`config.mk`:
```
export PLATFORM = sky130hd
export DESIGN_NAME = fifo_rd_scheduler
export DESIGN_NICKNAME = d
export VERILOG_FILES = /design/src/rtl/fifo_pkg.sv /design/src/rtl/rr_arbiter.sv /design/src/rtl/fifo_rd_scheduler.sv
export SDC_FILE = /design/constraint.sdc
export NUM_CORES = 1
export LEC_CHECK = 0
export BUFFER_PORTS_ARGS = -buffer_cell sky130_fd_sc_hd__buf_4
export CAP_MARGIN = 20
export CORE_ASPECT_RATIO = 1.1
export CORE_MARGIN = 1.5
export CORE_UTILIZATION = 48
export DETAILED_ROUTE_END_ITERATION = 8
export PLACE_DENSITY = 0.76
export SKIP_LAST_GASP = 1
export SYNTH_ARGS = -nofsm -noshare
export SYNTH_HDL_FRONTEND = slang
export SYNTH_SLANG_ARGS = --single-unit
```
`constraint.sdc`:
```
create_clock -name Rclk -period 4.05 [get_ports Rclk]
set_input_delay 0.81 -clock Rclk [delete_from_list [all_inputs] [get_ports Rclk]]
set_output_delay 0.81 -clock Rclk [all_outputs]
set_load 0.01 [all_outputs]
```
`src/rtl/fifo_pkg.sv`:
```
// Shared definitions for the asynchronous FIFO read/write side logic:
// scheduler state encoding, default burst-length width and id-width helper.
package fifo_pkg;

  localparam int unsigned LEN_W_DEF = 4;

  localparam logic [1:0] ST_IDLE  = 2'd0;
  localparam logic [1:0] ST_BURST = 2'd1;
  localparam logic [1:0] ST_LAST  = 2'd2;

  // Width of an encoded requester index; at least one bit.
  function automatic int unsigned id_w(input int unsigned n);
    return (n > 1) ? $clog2(n) : 1;
  endfunction

endpackage

```
`src/rtl/rr_arbiter.sv`:
```
// Combinational round-robin arbiter: search starts one past i_ptr and wraps.
// Shared by the read and write side schedulers.
module rr_arbiter
  import fifo_pkg::*;
#(
  parameter int unsigned NREQ = 4
) (
  input  logic [NREQ-1:0]         i_req,
  input  logic [id_w(NREQ)-1:0]   i_ptr,
  output logic [NREQ-1:0]         o_gnt,
  output logic [id_w(NREQ)-1:0]   o_id
);

  localparam int unsigned IDW = id_w(NREQ);

  logic           w_found;
  logic [IDW-1:0] w_idx;

  // First requester found after the pointer, in wrap-around order.
  always_comb begin
    o_gnt   = '0;
    o_id    = '0;
    w_found = 1'b0;
    w_idx   = '0;
    for (int unsigned i = 1; i <= NREQ; i++) begin
      w_idx = IDW'((32'(i_ptr) + i) % NREQ);
      if (!w_found && i_req[w_idx]) begin
        w_found      = 1'b1;
        o_gnt[w_idx] = 1'b1;
        o_id         = w_idx;
      end
    end
  end

endmodule

```
`src/rtl/fifo_rd_scheduler.sv`:
```
// Read-side scheduler for the async FIFO (Rclk domain). Grants one burst at a
// time in round-robin order, drives Rinc and returns popped words tagged with
// the requester id. Optional stall timeout: FIFO_RD_SCHED_TIMEOUT_EN.
module fifo_rd_scheduler
  import fifo_pkg::*;
#(
  parameter int unsigned NREQ       = 4,
  parameter int unsigned DATA_WIDTH = 8,
  parameter int unsigned LEN_W      = LEN_W_DEF
`ifdef FIFO_RD_SCHED_TIMEOUT_EN
  ,
  parameter int unsigned TIMEOUT    = 15
`endif
) (
  input  logic                    Rclk,
  input  logic                    Rrst,
  input  logic [NREQ-1:0]         req,
  input  logic [NREQ*LEN_W-1:0]   req_len,
  input  logic                    Rempty,
  input  logic [DATA_WIDTH-1:0]   Rdata,
  output logic                    Rinc,
  output logic [NREQ-1:0]         grant,
  output logic                    out_valid,
  output logic [DATA_WIDTH-1:0]   out_data,
  output logic [id_w(NREQ)-1:0]   out_id,
  output logic                    out_last,
  output logic [NREQ-1:0]         done,
  output logic                    abort
);

  localparam int unsigned IDW   = id_w(NREQ);
  localparam int unsigned CNT_W = LEN_W + 1;

  logic [1:0]            r_state;
  logic [1:0]            w_state_nxt;
  logic [IDW-1:0]        r_ptr;
  logic [IDW-1:0]        r_id;
  logic [NREQ-1:0]       r_grant;
  logic [CNT_W-1:0]      r_count;
  logic                  r_out_valid;
  logic [DATA_WIDTH-1:0] r_out_data;
  logic [IDW-1:0]        r_out_id;
  logic                  r_out_last;
  logic [NREQ-1:0]       r_done;

  logic [NREQ-1:0]       w_arb_gnt;
  logic [IDW-1:0]        w_arb_id;
  logic [LEN_W-1:0]      w_len;
  logic [CNT_W-1:0]      w_len_ld;
  logic                  w_pop;
  logic                  w_last_pop;
  logic                  w_timeout;

  rr_arbiter #(.NREQ(NREQ)) u_arb (
    .i_req (req),
    .i_ptr (r_ptr),
    .o_gnt (w_arb_gnt),
    .o_id  (w_arb_id)
  );

  // Length of the winning requester; zero means a full 2^LEN_W burst.
  assign w_len      = req_len[32'(w_arb_id)*LEN_W +: LEN_W];
  assign w_len_ld   = (w_len == '0) ? CNT_W'(1 << LEN_W) : {1'b0, w_len};
  assign w_pop      = (r_state == ST_BURST) && !Rempty;
  assign w_last_pop = w_pop && (r_count == CNT_W'(1));

  assign Rinc      = w_pop;
  assign grant     = r_grant;
  assign out_valid = r_out_valid;
  assign out_data  = r_out_data;
  assign out_id    = r_out_id;
  assign out_last  = r_out_last;
  assign done      = r_done;

`ifdef FIFO_RD_SCHED_TIMEOUT_EN
  localparam int unsigned TW = $clog2(TIMEOUT + 1);

  logic [TW-1:0] r_stall;
  logic          r_abort;

  assign w_timeout = (r_state == ST_BURST) && Rempty && (r_stall == TW'(TIMEOUT - 1));
  assign abort     = r_abort;

  // Consecutive empty cycles within a burst; any pop or state change clears it.
  always_ff @(posedge Rclk or negedge Rrst) begin
    if (!Rrst) begin
      r_stall <= '0;
      r_abort <= 1'b0;
    end else begin
      r_abort <= w_timeout;
      if ((r_state == ST_BURST) && Rempty && !w_timeout) r_stall <= r_stall + TW'(1);
      else                                               r_stall <= '0;
    end
  end
`else
  assign w_timeout = 1'b0;
  assign abort     = 1'b0;
`endif

  // State register.
  always_ff @(posedge Rclk or negedge Rrst) begin
    if (!Rrst) r_state <= ST_IDLE;
    else       r_state <= w_state_nxt;
  end

  // Next-state logic.
  always_comb begin
    w_state_nxt = r_state;
    case (r_state)
      ST_IDLE:  if (|req) w_state_nxt = ST_BURST;
      ST_BURST: if (w_last_pop || w_timeout) w_state_nxt = ST_LAST;
      ST_LAST:  w_state_nxt = ST_IDLE;
      default:  w_state_nxt = ST_IDLE;
    endcase
  end

  // Grant/count bookkeeping and registered output word.
  always_ff @(posedge Rclk or negedge Rrst) begin
    if (!Rrst) begin
      r_ptr       <= IDW'(NREQ - 1);
      r_id        <= '0;
      r_grant     <= '0;
      r_count     <= '0;
      r_out_valid <= 1'b0;
      r_out_data  <= '0;
      r_out_id    <= '0;
      r_out_last  <= 1'b0;
      r_done      <= '0;
    end else begin
      r_out_valid <= w_pop;
      r_out_last  <= w_last_pop;
      r_done      <= '0;
      if (w_pop) begin
        r_out_data <= Rdata;
        r_out_id   <= r_id;
        if (!w_last_pop) r_count <= r_count - CNT_W'(1);
      end
      case (r_state)
        ST_IDLE: begin
          if (|req) begin
            r_grant <= w_arb_gnt;
            r_id    <= w_arb_id;
            r_count <= w_len_ld;
          end
        end
        ST_BURST: if (w_last_pop || w_timeout) r_done <= r_grant;
        ST_LAST: begin
          r_grant <= '0;
          r_ptr   <= r_id;
        end
        default: r_grant <= '0;
      endcase
    end
  end

endmodule

```
==> impl_metrics.json <==
{
  "finalHoldWorstSlack_ns": 0.450,
  "fmax_mhz": 289,
  "design.final.nets": 323,
  "worstSetupPathType": "flip-flop to flip-flop",
  "gpl.final_weighted_congestion": 0.833,
  "power.switching_fraction": 0.405,
  "cts_made_buffers": 5,
  "core_area_sq_mm": 0.00408,
  "clock_tree.buffer_depth": 2,
  "synth-edff-count": 0,
  "detail_route.drc_violations": 0,
  "timing.max_cap.violations": 0,
  "critical_path.reg2reg.startpoint": "r_ptr[1]",
  "ys_types": 56,
  "leading_cell_types_in_the_layout_fill_and_taps_excluded": "sky130_fd_sc_hd__buf_4 (54), sky130_fd_sc_hd__nand2_1 (41), sky130_fd_sc_hd__dfrtp_1 (29)",
  "synthesis.area_sq_mm": 0.00209,
  "drive_above_1_share": 0.269,
  "share_seq_of_total_power": 0.307,
  "number_of_antenna_violations_at_the_first_check_in_global_routing": 0,
  "intPower_uw": 987,
  "grt_pass1_vias": 1701,
  "clk_transition_reported_paths_ns": 0.06,
  "initial_core_utilization": 0.512,
  "net_load_switching_power_uw": 673,
  "dp_hpwl_microns": 3280,
  "wirelength_microns": 4460,
  "setup.worst_path.start_class": "flip-flop",
  "fp.dieH_microns": 72.2,
  "root_buffer": "sky130_fd_sc_hd__clkbuf_8",
  "routed_via_density": 5.53,
  "required_ns": 4.24,
  "finalWorstPathRequiredPeriod_ns": 3.46,
  "first_iter_violations": 102,
  "die_outline_area_sq_mm": 0.00476,
  "mappedNetlistNets": 275,
  "die_width_microns": 65.9,
  "port_buffers": 51,
  "synth_ff_type": "sky130_fd_sc_hd__dfrtp_1",
  "top_level_ports": 53,
  "depth_of_the_worst_register_to_register_path": 10,
  "wl_per_cell_microns": 13.3,
  "outcome": "finished clean",
  "report.final.slew_viol_count": 0,
  "final_hold_viol_count": 0,
  "flow.area_growth_from_synthesis_pct": 23.6,
  "cts_num_sinks": 31,
  "final.setup.tns_ns": 0,
  "worstMarginPinSlew_ns": 0.899,
  "seq_cells_post_synth": 31,
  "rows": 24,
  "post_cts.repair.setup_buffers": 0,
  "insertion_delay_ns": 0.28,
  "r2r_end": "r_count[4]",
  "synth.yosys.warnings": 0,
  "post_synthesis_cell_count": 234,
  "ir_drop_uv": 262,
  "share_of_the_clock_period_used_by_the_worst_path": 0.854,
  "cts_hold_repair.buffers": 0,
  "grt_util_all_layers": 0.204,
  "critPathCaptureType": "flip-flop",
  "postRouteAntennaNets": 0,
  "reg2reg_slack_ns": 0.59,
  "power_density_mw_per_mm2": 643,
  "critPathMaxFanout": 10,
  "synthesis.area_per_instance_sq_um": 8.93,
  "combinational_fraction_of_design_power": 0.537,
  "timing.final.setup_violations": 0,
  "ctsResizeCount": 0,
  "ctsHtreeMaxLevel": 2,
  "grt_start_max_net_pins": 32,
  "global_route_wire_length_before_repair_microns": 7630,
  "leakagePower_nw": 1.20,
  "maxSlewHeadroom": 0.392,
  "cp_data_arrival_time_ns": 3.65,
  "grt_overflow": 0,
  "finalClockSkew_ns": 0.00607,
  "firstDrtPassIters": 4,
  "commonest_non_fill_non_tap_cell_in_the_layout": "sky130_fd_sc_hd__buf_4",
  "antennaDiodeCount": 0,
  "tritoncts_clock_tree": "built",
  "fraction_of_the_yosys_area_taken_by_sequential_cells": 0.372,
  "holdCritPathClass": "primary input to asynchronous set/reset pin",
  "clk_network_pwr_share": 0.156,
  "postSynth.asyncResetShare": 1.00,
  "setup_repair_after_global_routing_missed_its_margin": "no",
  "total_via_count_after_detailed_routing": 1852
}
[flip-flops by register name, indices dropped and copies added (netlist names)]
register   flops
done           4
grant          4
out_data       8
out_id         2
out_last       1
out_valid      1
r_count        5
r_id           2
r_ptr          2
r_state        2
[how the worst max path moves through the flow]
stage / slack (ns) / startpoint / end
after CTS: 0.60 / r_ptr[1] / r_count[4]
after global placement: 0.64 / req[1] / r_count[4]
after global routing: 0.38 / r_ptr[1] / r_count[4]
after floorplan: 0.22 / r_ptr[0] / r_count[4]
final: 0.59 / r_ptr[1] / r_count[4]
after detailed placement: 0.57 / req[1] / r_count[4]
[synth_stat cells (3+ instances only)]
cell,count,area (sq um)
sky130_fd_sc_hd__o21a_1,3,22.5
sky130_fd_sc_hd__nand2_1,41,154
sky130_fd_sc_hd__o21ai_1,4,20.0
sky130_fd_sc_hd__and2_1,3,18.8
sky130_fd_sc_hd__nor2_1,15,56.3
sky130_fd_sc_hd__nor3_1,4,20.0
sky130_fd_sc_hd__nand2b_1,3,18.8
sky130_fd_sc_hd__o211ai_1,6,45.0
sky130_fd_sc_hd__a21oi_1,9,45.0
sky130_fd_sc_hd__dfrtp_1,29,726
sky130_fd_sc_hd__buf_6,3,33.8
sky130_fd_sc_hd__ha_1,10,125
sky130_fd_sc_hd__and3_1,4,25.0
sky130_fd_sc_hd__nand3_1,6,30.0
sky130_fd_sc_hd__o21ai_0,11,55.1
sky130_fd_sc_hd__clkbuf_1,7,26.3
sky130_fd_sc_hd__o22ai_1,7,43.8
sky130_fd_sc_hd__inv_1,5,18.8
sky130_fd_sc_hd__mux2i_1,8,80.1
sky130_fd_sc_hd__mux2_2,3,33.8
sky130_fd_sc_hd__a22oi_1,8,60.1
[worst max-delay path: stages (launching register included)]
cell	delay, ns
sky130_fd_sc_hd__dfstp_2	0.64
sky130_fd_sc_hd__inv_1	0.18
sky130_fd_sc_hd__ha_1	0.42
sky130_fd_sc_hd__mux4_2	0.63
sky130_fd_sc_hd__nand2b_4	0.22
sky130_fd_sc_hd__nand2_4	0.14
sky130_fd_sc_hd__mux2i_1	0.18
sky130_fd_sc_hd__o21ai_0	0.09
sky130_fd_sc_hd__o31a_1	0.30
sky130_fd_sc_hd__or3_1	0.38
sky130_fd_sc_hd__o31ai_2	0.17
[cell type report]
cell class                      instances  area (sq um)
Fill cell                             381          1500
Multi-Input combinational cell        183          1210
Sequential cell                        31           778
Timing Repair Buffer                   54           405
Clock buffer                            8           100
Tap cell                               52          65.1
Inverter                                7          26.3
[through the flow]
stage | std cells | instance area [sq um] | setup WS (ns) | utilization | power (mW)
after floorplan | 234 | 2090 | 0.224 | - | 1.14
after global placement | 326 | 2470 | 0.640 | 0.606 | 1.37
after detailed placement | 326 | 2470 | 0.572 | 0.606 | 1.39
after CTS | 334 | 2570 | 0.605 | 0.631 | 1.66
after global routing | 335 | 2580 | 0.385 | 0.632 | 1.80
final | 335 | 2580 | 0.590 | 0.632 | 1.66
[power by group through the flow]
stage               registers [mW]  clock network, mW  logic [mW]
finish                       0.510              0.259       0.891
global route                 0.525              0.279       0.999
CTS                          0.511              0.264       0.883
detailed placement           0.514                  0       0.879
global placement             0.508                  0       0.864
floorplan                    0.527                  0       0.614
[cell families (layout without fill, tap and decap cells)]
kind of cell	count (synthesis)	in the layout	synth area share
AND/OR/NAND/NOR	92	92	0.214
AO/OA/AOI/OAI	65	65	0.217
flip-flops	31	31	0.372
buffers and inverters	20	69	0.0497
multiplexers	13	13	0.0760
adder cells (fa/ha/maj)	10	10	0.0599
XOR/XNOR	2	2	0.00838
other	1	1	0.00179
[layer usage]
layer / wire [microns] / vias up / global-route usage / part of all wire
met5: 0 / - / 0 / 0
met4: 60 / 0 / 0.0625 / 0.013
met3: 257 / 7 / 0.0450 / 0.058
met2: 2080 / 63 / 0.337 / 0.47
met1: 2060 / 849 / 0.268 / 0.46
li1: - / 933 / - / -
(Power assumes the default switching activity.)
